**src/rtl/cpu_wb_pkg.sv**
```systemverilog
// Shared constants for the writeback stage: load-type codes and FSM state encodings.
package cpu_wb_pkg;

  localparam logic [2:0] LT_LB  = 3'd0;
  localparam logic [2:0] LT_LBU = 3'd1;
  localparam logic [2:0] LT_LH  = 3'd2;
  localparam logic [2:0] LT_LHU = 3'd3;
  localparam logic [2:0] LT_LW  = 3'd4;

  localparam logic [1:0] WB_IDLE     = 2'd0;
  localparam logic [1:0] WB_WAIT_MEM = 2'd1;
  localparam logic [1:0] WB_COMMIT   = 2'd2;

endpackage

```
**src/rtl/writeback_stage_load_formatter.sv**
```systemverilog
// Combinational sub-word load extraction: picks the byte/halfword addressed by
// addr_lo from a little-endian word and sign- or zero-extends it to 32 bits.
module load_formatter
  import cpu_wb_pkg::*;
#(
  parameter int LOAD_TYPE_W = 3
) (
  input  logic [LOAD_TYPE_W-1:0] i_load_type,
  input  logic [1:0]             i_addr_lo,
  input  logic [31:0]            i_rdata,
  output logic [31:0]            o_result
);

  logic [7:0]  w_byte;
  logic [15:0] w_half;

  always_comb begin
    // NOTE: every always_comb output gets a value on every path, otherwise a latch is inferred.
    w_byte = i_rdata[8*i_addr_lo +: 8];
    // Halfword loads only look at addr_lo[1]; a misaligned low bit is ignored.
    w_half = i_addr_lo[1] ? i_rdata[31:16] : i_rdata[15:0];
    case (i_load_type)
      LT_LB:   o_result = {{24{w_byte[7]}}, w_byte};
      LT_LBU:  o_result = {24'h0, w_byte};
      LT_LH:   o_result = {{16{w_half[15]}}, w_half};
      LT_LHU:  o_result = {16'h0, w_half};
      default: o_result = i_rdata;
    endcase
  end

endmodule

```
**src/rtl/writeback_stage.sv**
```systemverilog
// Final pipeline stage: retires one instruction per handshake, waits for load data,
// drives the register-file write port and a registered forwarding copy of the commit.
module writeback_stage
  import cpu_wb_pkg::*;
#(
  parameter int LOAD_TYPE_W = 3
) (
  input  logic                   clk,
  input  logic                   rst_n,
  input  logic                   in_valid,
  output logic                   in_ready,
  input  logic [4:0]             in_rd,
  input  logic                   in_reg_write,
  input  logic                   in_is_upper,
  input  logic                   in_is_load,
  input  logic [LOAD_TYPE_W-1:0] in_load_type,
  input  logic [1:0]             in_addr_lo,
  input  logic [31:0]            in_alu_result,
  input  logic                   mem_rvalid,
  input  logic [31:0]            mem_rdata,
  output logic [4:0]             rf_waddr,
  output logic [31:0]            rf_wdata,
  output logic                   rf_wren,
  output logic                   rf_is_upper,
  output logic                   fwd_valid,
  output logic [4:0]             fwd_addr,
  output logic [31:0]            fwd_data,
  output logic                   stall
);

  logic [1:0]             r_state;
  logic [4:0]             r_rd;
  logic                   r_reg_write;
  logic                   r_is_upper;
  logic [31:0]            r_wdata;
  logic [LOAD_TYPE_W-1:0] r_load_type;
  logic [1:0]             r_addr_lo;
  logic                   r_wren;
  logic [31:0]            r_fwd_data;

  logic [1:0]             w_next_state;
  logic [4:0]             w_next_rd;
  logic                   w_next_reg_write;
  logic                   w_next_is_upper;
  logic [31:0]            w_next_wdata;
  logic [LOAD_TYPE_W-1:0] w_next_load_type;
  logic [1:0]             w_next_addr_lo;
  logic                   w_next_wren;
  logic [31:0]            w_next_fwd_data;
  logic [31:0]            w_formatted;

  load_formatter #(.LOAD_TYPE_W(LOAD_TYPE_W)) u_load_formatter (
    .i_load_type (r_load_type),
    .i_addr_lo   (r_addr_lo),
    .i_rdata     (mem_rdata),
    .o_result    (w_formatted)
  );

  always_comb begin
    w_next_state     = r_state;
    w_next_rd        = r_rd;
    w_next_reg_write = r_reg_write;
    w_next_is_upper  = r_is_upper;
    w_next_wdata     = r_wdata;
    w_next_load_type = r_load_type;
    w_next_addr_lo   = r_addr_lo;
    case (r_state)
      WB_WAIT_MEM: begin
        if (mem_rvalid) begin
          w_next_state = WB_COMMIT;
          w_next_wdata = w_formatted;
        end
      end
      default: begin
        // IDLE and COMMIT both accept; mem_rvalid is deliberately ignored here.
        if (in_valid) begin
          w_next_rd        = in_rd;
          w_next_reg_write = in_reg_write;
          if (in_is_load) begin
            w_next_state     = WB_WAIT_MEM;
            w_next_load_type = in_load_type;
            w_next_addr_lo   = in_addr_lo;
            w_next_is_upper  = 1'b0;
          end else begin
            w_next_state    = WB_COMMIT;
            w_next_is_upper = in_is_upper;
            w_next_wdata    = in_alu_result;
          end
        end else begin
          w_next_state = WB_IDLE;
        end
      end
    endcase
    // Write enable and forwarded value are precomputed so they leave straight from flops.
    w_next_wren     = (w_next_state == WB_COMMIT) && w_next_reg_write && (w_next_rd != 5'd0);
    w_next_fwd_data = w_next_is_upper ? {w_next_wdata[15:0], 16'h0} : w_next_wdata;
  end

  always_ff @(posedge clk or negedge rst_n) begin
    if (!rst_n) begin
      r_state     <= WB_IDLE;
      r_rd        <= '0;
      r_reg_write <= 1'b0;
      r_is_upper  <= 1'b0;
      r_wdata     <= '0;
      r_load_type <= '0;
      r_addr_lo   <= '0;
      r_wren      <= 1'b0;
      r_fwd_data  <= '0;
    end else begin
      // NOTE: sequential state uses non-blocking assignments so all flops update from pre-edge values.
      r_state     <= w_next_state;
      r_rd        <= w_next_rd;
      r_reg_write <= w_next_reg_write;
      r_is_upper  <= w_next_is_upper;
      r_wdata     <= w_next_wdata;
      r_load_type <= w_next_load_type;
      r_addr_lo   <= w_next_addr_lo;
      r_wren      <= w_next_wren;
      r_fwd_data  <= w_next_fwd_data;
    end
  end

  assign in_ready    = (r_state != WB_WAIT_MEM);
  assign stall       = (r_state == WB_WAIT_MEM);
  assign rf_waddr    = r_rd;
  assign rf_wdata    = r_wdata;
  assign rf_wren     = r_wren;
  assign rf_is_upper = r_is_upper;
  assign fwd_valid   = r_wren;
  assign fwd_addr    = r_rd;
  assign fwd_data    = r_fwd_data;

endmodule

```
**config.mk**
```make
export PLATFORM = sky130hd
export DESIGN_NAME = writeback_stage
export DESIGN_NICKNAME = d
export VERILOG_FILES = /design/src/rtl/cpu_wb_pkg.sv /design/src/rtl/writeback_stage_load_formatter.sv /design/src/rtl/writeback_stage.sv
export SDC_FILE = /design/constraint.sdc
export NUM_CORES = 1
export LEC_CHECK = 0
export CAP_MARGIN = 10
export CORE_MARGIN = 8
export CORE_UTILIZATION = 48
export DETAILED_ROUTE_END_ITERATION = 12
export PLACE_DENSITY = 0.87
export SETUP_SLACK_MARGIN = 0.4
export SLEW_MARGIN = 20
export SYNTH_ARGS = -nofsm -noshare
export SYNTH_HDL_FRONTEND = slang
export SYNTH_HIERARCHICAL = 1
export SYNTH_SLANG_ARGS = --single-unit
```
**constraint.sdc**
```tcl
create_clock -name clk -period 4.02 [get_ports clk]
set_clock_uncertainty 0.1 [all_clocks]
set_input_delay 0.402 -clock clk [delete_from_list [all_inputs] [get_ports clk]]
set_output_delay 0.402 -clock clk [all_outputs]
set_load 0.01 [all_outputs]
```
==> impl_results.rst, run 1 <==
.. list-table::
   :header-rows: 1

   * - Metric
     - Value
   * - Minimum clock period after layout
     - 2.79 ns
   * - Register-to-Register Path Depth
     - 6
   * - Post-CTS Hold Fix Bufs
     - 0
   * - Grt ovf
     - 0
   * - Family with the most delay on the worst path
     - simple AND/OR/NAND/NOR gates
   * - Yosys top cell area share
     - 48.1%
   * - Sequential share of power
     - 37.2%
   * - Total negative slack
     - 0 ns
   * - Result of the run
     - completed
   * - Ys Warns
     - 6
   * - Setup crit start kind
     - register
   * - Ratio of cells with drive above 1 in the final layout
     - 27.0%
   * - Syn Nets
     - 399
   * - Total vias in the final route
     - 3212
   * - # clock sinks
     - 79
   * - Setup slack after placement
     - 1.24 ns
   * - Power density over the cells
     - 527 mW/mm²
   * - Slowest cell on the critical path
     - dfrtp_1
   * - Buffers & Inverters on Critical Path
     - 0
   * - Worst path cell trace
     - nor2b_1 -> a32o_1 -> a21oi_1 -> or2_2 -> o221a_2 -> mux2_2
   * - Combinational share of power
     - 42.3%
   * - Avg Cell Area, Syn
     - 12.9 µm²
   * - Worst slew slack as a fraction of its limit
     - 27.6%
   * - Number of different library cells in the post-synthesis netlist
     - 41
   * - Capturing element type of the critical path
     - register
   * - Final setup violation count
     - 0
   * - Diode insertion count for antenna repair
     - 0
   * - Actual transition at the worst max-transition pin
     - 1.06 ns
   * - Final GP Congestion
     - 0.806
   * - FF+latch count, synth
     - 79
   * - Placeable core area
     - 0.00826 mm²
   * - Overall routed net length
     - 12200 µm
   * - Startpoint of the worst-slack reg-to-reg timing path
     - r_addr_lo[1]
   * - Switch Pwr
     - 0.961 mW
   * - Leakage power of the design
     - 2.36 nW
   * - Most common flop cell mapped by yosys
     - dfrtp_1
   * - Standard-cell row count
     - 33
   * - Share of the clock period used by the worst path after layout
     - 69.5%
   * - Total number of nets in the final design
     - 543
   * - Data required time at the worst endpoint
     - 4.16 ns
   * - Number of detailed-route iterations in the first pass
     - 4
   * - Clock slew seen by the registers of the worst setup and hold paths
     - 0.08 ns
   * - Final hold violations
     - 0
   * - Port Buffers
     - 159
   * - Number of cells upsized or downsized after cts
     - 0
   * - ANT nets after route
     - 0
   * - Max-slew violation count
     - 0
   * - Post-DR wirelength/cell
     - 21.3 µm
   * - Total global-route track usage
     - 20.7%
   * - Maximum number of pins on one net before global-route repair
     - 80
   * - Reg-to-Reg End
     - fwd_data[17]
   * - Fraction of synthesis flops using an asynchronous set or reset pin
     - 100%
   * - Vias per cell
     - 5.63
   * - Worst ir drop on vdd
     - 0.315 mV
   * - Total DRC errors in the routed layout
     - 0
   * - Top area cells in the synthesized netlist
     - dfrtp_1, o221a_4, mux2_2, or2_2, a221o_1
   * - Arrival @ worst endpoint
     - 2.93 ns
   * - Register-to-Register Setup Slack
     - 1.23 ns
   * - Clock latency of the later-clocked register in the worst-skew pair
     - 0.35 ns
   * - Post-CTS setup-driven buffer insertion count
     - 0
   * - Setup CP Type
     - register to register
   * - Gate count of the mapped netlist
     - 318
   * - Effective utilization at floorplan
     - 49.8%
   * - Part of the Yosys area used for sequential elements
     - 48.1%
   * - Number of global-route vias before repair
     - 3515
   * - Internal Pwr Total
     - 2.14 mW
   * - Netlist area before placement
     - 0.00411 mm²
   * - Hold/Removal Path Class
     - input pin to asynchronous set/reset pin
   * - HPWL after detailed placement
     - 9070 µm
   * - Final critical-path setup slack
     - 1.23 ns
   * - Number of antenna violations at the first check in global routing
     - 0
   * - Max-capacitance violation count
     - 0
   * - Layout overhead on the synthesized area
     - 43.3%
   * - Power consumption
     - 3.11 mW
   * - Peak per-stage delay on the critical path
     - 0.82 ns
   * - Clock tree buffer depth
     - 2
   * - CP max FO
     - 20
   * - Cell accounting for the most synthesized area
     - dfrtp_1
   * - Fmax
     - 358 MHz
   * - Part of the total power dissipated in the clock network
     - 20.5%
   * - Violation count after the first detailed-routing iteration
     - 106
   * - Die outline area
     - 0.0118 mm²
   * - Root buffer cell
     - clkbuf_8
   * - Cts bufs inserted
     - 9
   * - Switching fraction of total power
     - 31.0%
   * - CTS H-tree depth
     - 3
   * - Chip width
     - 109 µm
   * - RSZ-0062 raised after global routing
     - no
   * - Die Height
     - 109 µm
   * - CTS tree
     - yes
   * - First-pass GRT wire length
     - 18700 µm
   * - Number of synthesized flops with an enable pin
     - 0
   * - Ports
     - 160
-- final cells by class --
class / count / area [µm²]
Fill cell: 610 / 2370
Sequential cell: 79 / 1980
Multi-Input combinational cell: 203 / 1920
Timing Repair Buffer: 164 / 1630
Tap cell: 105 / 131
Clock buffer: 10 / 128
Clock inverter: 5 / 83.8
Inverter: 5 / 18.8
-- power groups by stage --
stage | registers (mW) | logic, mW | clock network (mW)
2_1_floorplan | 1.23 | 0.595 | 0
5_1_grt | 1.18 | 1.40 | 0.682
3_3_place_gp | 1.16 | 1.29 | 0
4_1_cts | 1.16 | 1.32 | 0.649
3_5_place_dp | 1.17 | 1.32 | 0
6_report | 1.16 | 1.31 | 0.636
-- logic make-up (layout without fill, tap and decap cells) --
family / count (synthesis) / after routing / synth area share (%)
AO/OA/AOI/OAI: 77 / 77 / 21.5
multiplexers: 40 / 40 / 11.7
AND/OR/NAND/NOR: 86 / 86 / 13.4
flip-flops: 79 / 79 / 48.1
buffers and inverters: 36 / 184 / 5.33
-- cell usage after synthesis (all sizes together) (4+ instances only) --
master,n
a221o,15
a22o,8
and2,16
and4b,7
buf,22
clkbuf,9
dfrtp,79
inv,5
mux2,35
mux2i,4
nand2,18
o21ai,17
o221a,32
or2,33
-- registers in the layout, summed over array words and instances (netlist names) --
| register | flops |
|---|---|
| fwd_valid | 1 |
| r_state | 2 |
| r_reg_write | 1 |
| fwd_data | 32 |
| r_load_type | 3 |
| rf_wdata | 32 |
| rf_is_upper | 1 |
| fwd_addr | 5 |
| r_addr_lo | 2 |
-- layer usage --
layer  wire length, µm  vias up  share of wire, %  track usage [%]
met1              4790     1594                39             23.4
met2              6310      116                52             37.0
li1                  -     1480                 -                -
met5                 0        -                 0                0
met3               798       22               6.6             4.76
met4               263        0               2.2             7.82
-- cells in the final DEF, fill, tap and decap left out, types with 8 or more instances in the layout --
cell / n
clkdlybuf4s50_1: 158
o221a_2: 12
a22o_1: 8
or2_2: 32
dfrtp_1: 79
a221o_1: 15
mux2_2: 32
nand2_1: 17
and2_1: 16
clkbuf_8: 9
o21ai_1: 16
o221a_4: 20
-- metrics by stage --
| step | hold WS (ns) | instance area [µm²] | utilization [%] | std cells |
|---|---|---|---|---|
| CTS | 0.120 | 5890 | 71.3 | 571 |
| global placement | 0.383 | 5680 | 68.7 | 556 |
| global route | 0.172 | 5890 | 71.3 | 571 |
| finish | 0.0822 | 5890 | 71.3 | 571 |
| floorplan | 0.00641 | 4110 | - | 318 |
| detailed placement | 0.396 | 5680 | 68.7 | 556 |
-- worst max path at each step --
stage | startpoint | depth (start not counted) | to
after floorplan | r_addr_lo[0] | 6 | fwd_data[31]
after CTS | r_addr_lo[1] | 6 | fwd_data[17]
after detailed placement | mem_rdata[31] | 7 | fwd_data[29]
after global routing | r_addr_lo[1] | 6 | fwd_data[17]
final | r_addr_lo[1] | 6 | fwd_data[17]
after global placement | mem_rdata[31] | 7 | fwd_data[30]
Note: power is estimated with default switching activity, not from simulation.
==> run 2, diff against run 1 <==
--- a/config.mk
+++ b/config.mk
@@ -7,9 +7,9 @@
 export LEC_CHECK = 0
 export CAP_MARGIN = 10
 export CORE_MARGIN = 8
-export CORE_UTILIZATION = 48
+export CORE_UTILIZATION = 44
 export DETAILED_ROUTE_END_ITERATION = 12
-export PLACE_DENSITY = 0.87
+export PLACE_DENSITY = 0.81
 export SETUP_SLACK_MARGIN = 0.4
 export SLEW_MARGIN = 20
 export SYNTH_ARGS = -nofsm -noshare
==> constraint.sdc (replaced) <==
create_clock -name clk -period 2.6 [get_ports clk]
set_clock_uncertainty 0.1 [all_clocks]
set_input_delay 0.26 -clock clk [delete_from_list [all_inputs] [get_ports clk]]
set_output_delay 0.26 -clock clk [all_outputs]
set_load 0.01 [all_outputs]
==> run 2 against run 1 <==
Net effect: the run now ends with negative hold slack left; routed wire length is 7.4% higher; sequential power is 52% higher; cell area is 8.8% higher; via count is 3.7% higher; sequential share of layout area is 2.7 points lower; setup slack worse by 0.84 ns; first-iteration DRC count is 35% higher; hold slack worse by 0.11 ns; critical endpoint is now fwd_data[31].
==> impl_results.rst, run 2 (synthesis gave the netlist of run 1 again) <==
.. list-table::
   :header-rows: 1

   * - Metric
     - Value
   * - Result of the run
     - finished, violations left
   * - Violated checks
     - negative hold slack
   * - Setup crit start kind
     - register
   * - Number of global-route vias before repair
     - 3759
   * - Final setup violation count
     - 0
   * - Data required time at the worst endpoint
     - 2.76 ns
   * - Number of cells in the finished layout apart from fillers
     - 607
   * - # clock sinks
     - 79
   * - Standard-cell row count
     - 35
   * - CTS tree
     - yes
   * - Total number of nets in the final design
     - 572
   * - HPWL after detailed placement
     - 9220 µm
   * - Peak per-stage delay on the critical path
     - 0.44 ns
   * - CTS H-tree depth
     - 3
   * - Chip width
     - 113 µm
   * - Arrival @ worst endpoint
     - 2.37 ns
   * - Share of the clock period used by the worst path after layout
     - 85.0%
   * - Ratio of cells with drive above 1 in the final layout
     - 34.1%
   * - Total vias in the final route
     - 3331
   * - Total negative slack
     - 0 ns
   * - Layout overhead on the synthesized area
     - 55.9%
   * - Placeable core area
     - 0.00915 mm²
   * - Post-DR wirelength/cell
     - 21.5 µm
   * - Die outline area
     - 0.0127 mm²
   * - Fmax
     - 452 MHz
   * - Cell Area, Placed
     - 0.00583 mm²
   * - Buffers & Inverters on Critical Path
     - 2
   * - Total global-route track usage
     - 20.6%
   * - Family with the most delay on the worst path
     - multiplexers
   * - RSZ-0062 raised after global routing
     - yes
   * - Effective utilization at floorplan
     - 44.9%
   * - Post-CTS Hold Fix Bufs
     - 0
   * - Final design instance area without fill
     - 0.00641 mm²
   * - Number of antenna violations at the first check in global routing
     - 0
   * - Max-capacitance violation count
     - 0
   * - Vias per cell
     - 5.49
   * - Maximum number of pins on one net before global-route repair
     - 80
   * - ANT nets after route
     - 0
   * - Grt ovf
     - 0
   * - CP max FO
     - 8
   * - Port Buffers
     - 159
   * - Worst path cell trace
     - buf_6 -> mux2_4 -> mux2i_4 -> clkbuf_16 -> o21ai_1 -> or2_4 -> o221a_4 -> mux2_2
   * - First-pass GRT wire length
     - 20600 µm
   * - Die Height
     - 113 µm
   * - Cts bufs inserted
     - 9
   * - Clock latency of the later-clocked register in the worst-skew pair
     - 0.36 ns
   * - Capturing element type of the critical path
     - register
   * - Worst hold slack after final layout
     - -0.0324 ns
   * - Worst ir drop on vdd
     - 0.406 mV
   * - Total DRC errors in the routed layout
     - 0
   * - Power consumption
     - 5.06 mW
   * - Clock slew seen by the registers of the worst setup and hold paths
     - 0.09 ns
   * - Slowest cell on the critical path
     - dfrtp_2
   * - Power density over the cells
     - 790 mW/mm²
   * - Commonest cells after routing, fill and taps aside
     - clkdlybuf4s50_1, dfrtp_1, o221a_4
   * - Minimum clock period after layout
     - 2.21 ns
   * - Leakage power of the design
     - 2.65 nW
   * - Placed cells
     - 578
   * - Final GP Congestion
     - 0.797
   * - Root buffer cell
     - clkbuf_8
   * - Clock tree buffer depth
     - 2
   * - Violation count after the first detailed-routing iteration
     - 143
   * - Diode insertion count for antenna repair
     - 0
   * - Ports
     - 160
   * - Number of detailed-route iterations in the first pass
     - 4
   * - Max-slew violation count
     - 0
   * - Hold/Removal Path Class
     - input pin to asynchronous set/reset pin
   * - Worst slew slack as a fraction of its limit
     - 34.3%
   * - Commonest non-fill, non-tap cell in the layout
     - clkdlybuf4s50_1
   * - Setup CP Type
     - register to register
   * - Overall routed net length
     - 13100 µm
   * - Final hold violations
     - 75
   * - Actual transition at the worst max-transition pin
     - 0.986 ns
[run 2: worst reg2reg max path: cells and delay by family (launching register included)]
family	cells	cell delay (ns)
and+or+nand+nor	1	0.26
DFF	1	0.44
AOI/OAI and AO/OA	2	0.20
muxes	3	0.80
buffers and inverters	2	0.34
[run 2: report_power, final]
group | switching, mW | total, mW | internal, mW | leakage (nW)
Sequential | 0.198 | 1.76 | 1.57 | 0.902
Clock | 0.491 | 0.895 | 0.404 | 0.0882
Combinational | 0.948 | 2.41 | 1.46 | 1.65
Total | 1.64 | 5.06 | 3.43 | 2.64
[run 2: layer usage]
metal / GRT usage (%) / wire (µm) / up-vias
met5: 0 / 0 / -
met4: 7.91 / 289 / 0
met3: 5.05 / 811 / 23
met2: 34.9 / 6520 / 134
met1: 24.5 / 5440 / 1630
li1: - / - / 1544
[run 2: repair_timing]
action | CTS | global route
resized for setup | 51 | 21
endpoints found under the setup margin | 27 | 16
pin swaps | 2 | 12
buffers inserted | 10 | 2
gates cloned | 1 | 0
[run 2: worst paths after layout]
check,start,end,slack (ns),depth (start not counted)
max reg2reg,r_addr_lo[1],fwd_data[31],0.39,8
max in group asynchronous,rst_n,r_load_type[2],1.76,1
min in group clk,mem_rvalid,r_state[0],0.38,2
min,rst_n,r_load_type[0],-0.03,1
max,r_addr_lo[1],fwd_data[31],0.39,8
min reg2reg,r_load_type[0],r_load_type[0],0.41,1
[run 2: layout make-up]
| type | count | area [µm²] |
|---|---|---|
| Fill cell | 645 | 2750 |
| Inverter | 5 | 18.8 |
| Clock buffer | 11 | 151 |
| Clock inverter | 5 | 40.0 |
| Multi-Input combinational cell | 203 | 2160 |
| Timing Repair Buffer | 193 | 1910 |
| Sequential cell | 79 | 1980 |
| Tap cell | 111 | 139 |
[run 2: through the flow]
step	worst slack, ns	hold WS [ns]	utilization (%)
floorplan	0.417	-0.136	-
global placement	0.0918	0.372	63.7
detailed placement	0.0420	0.386	63.7
CTS	0.374	0.00510	69.1
global route	0.352	0.0374	70.0
finish	0.389	-0.0324	70.0
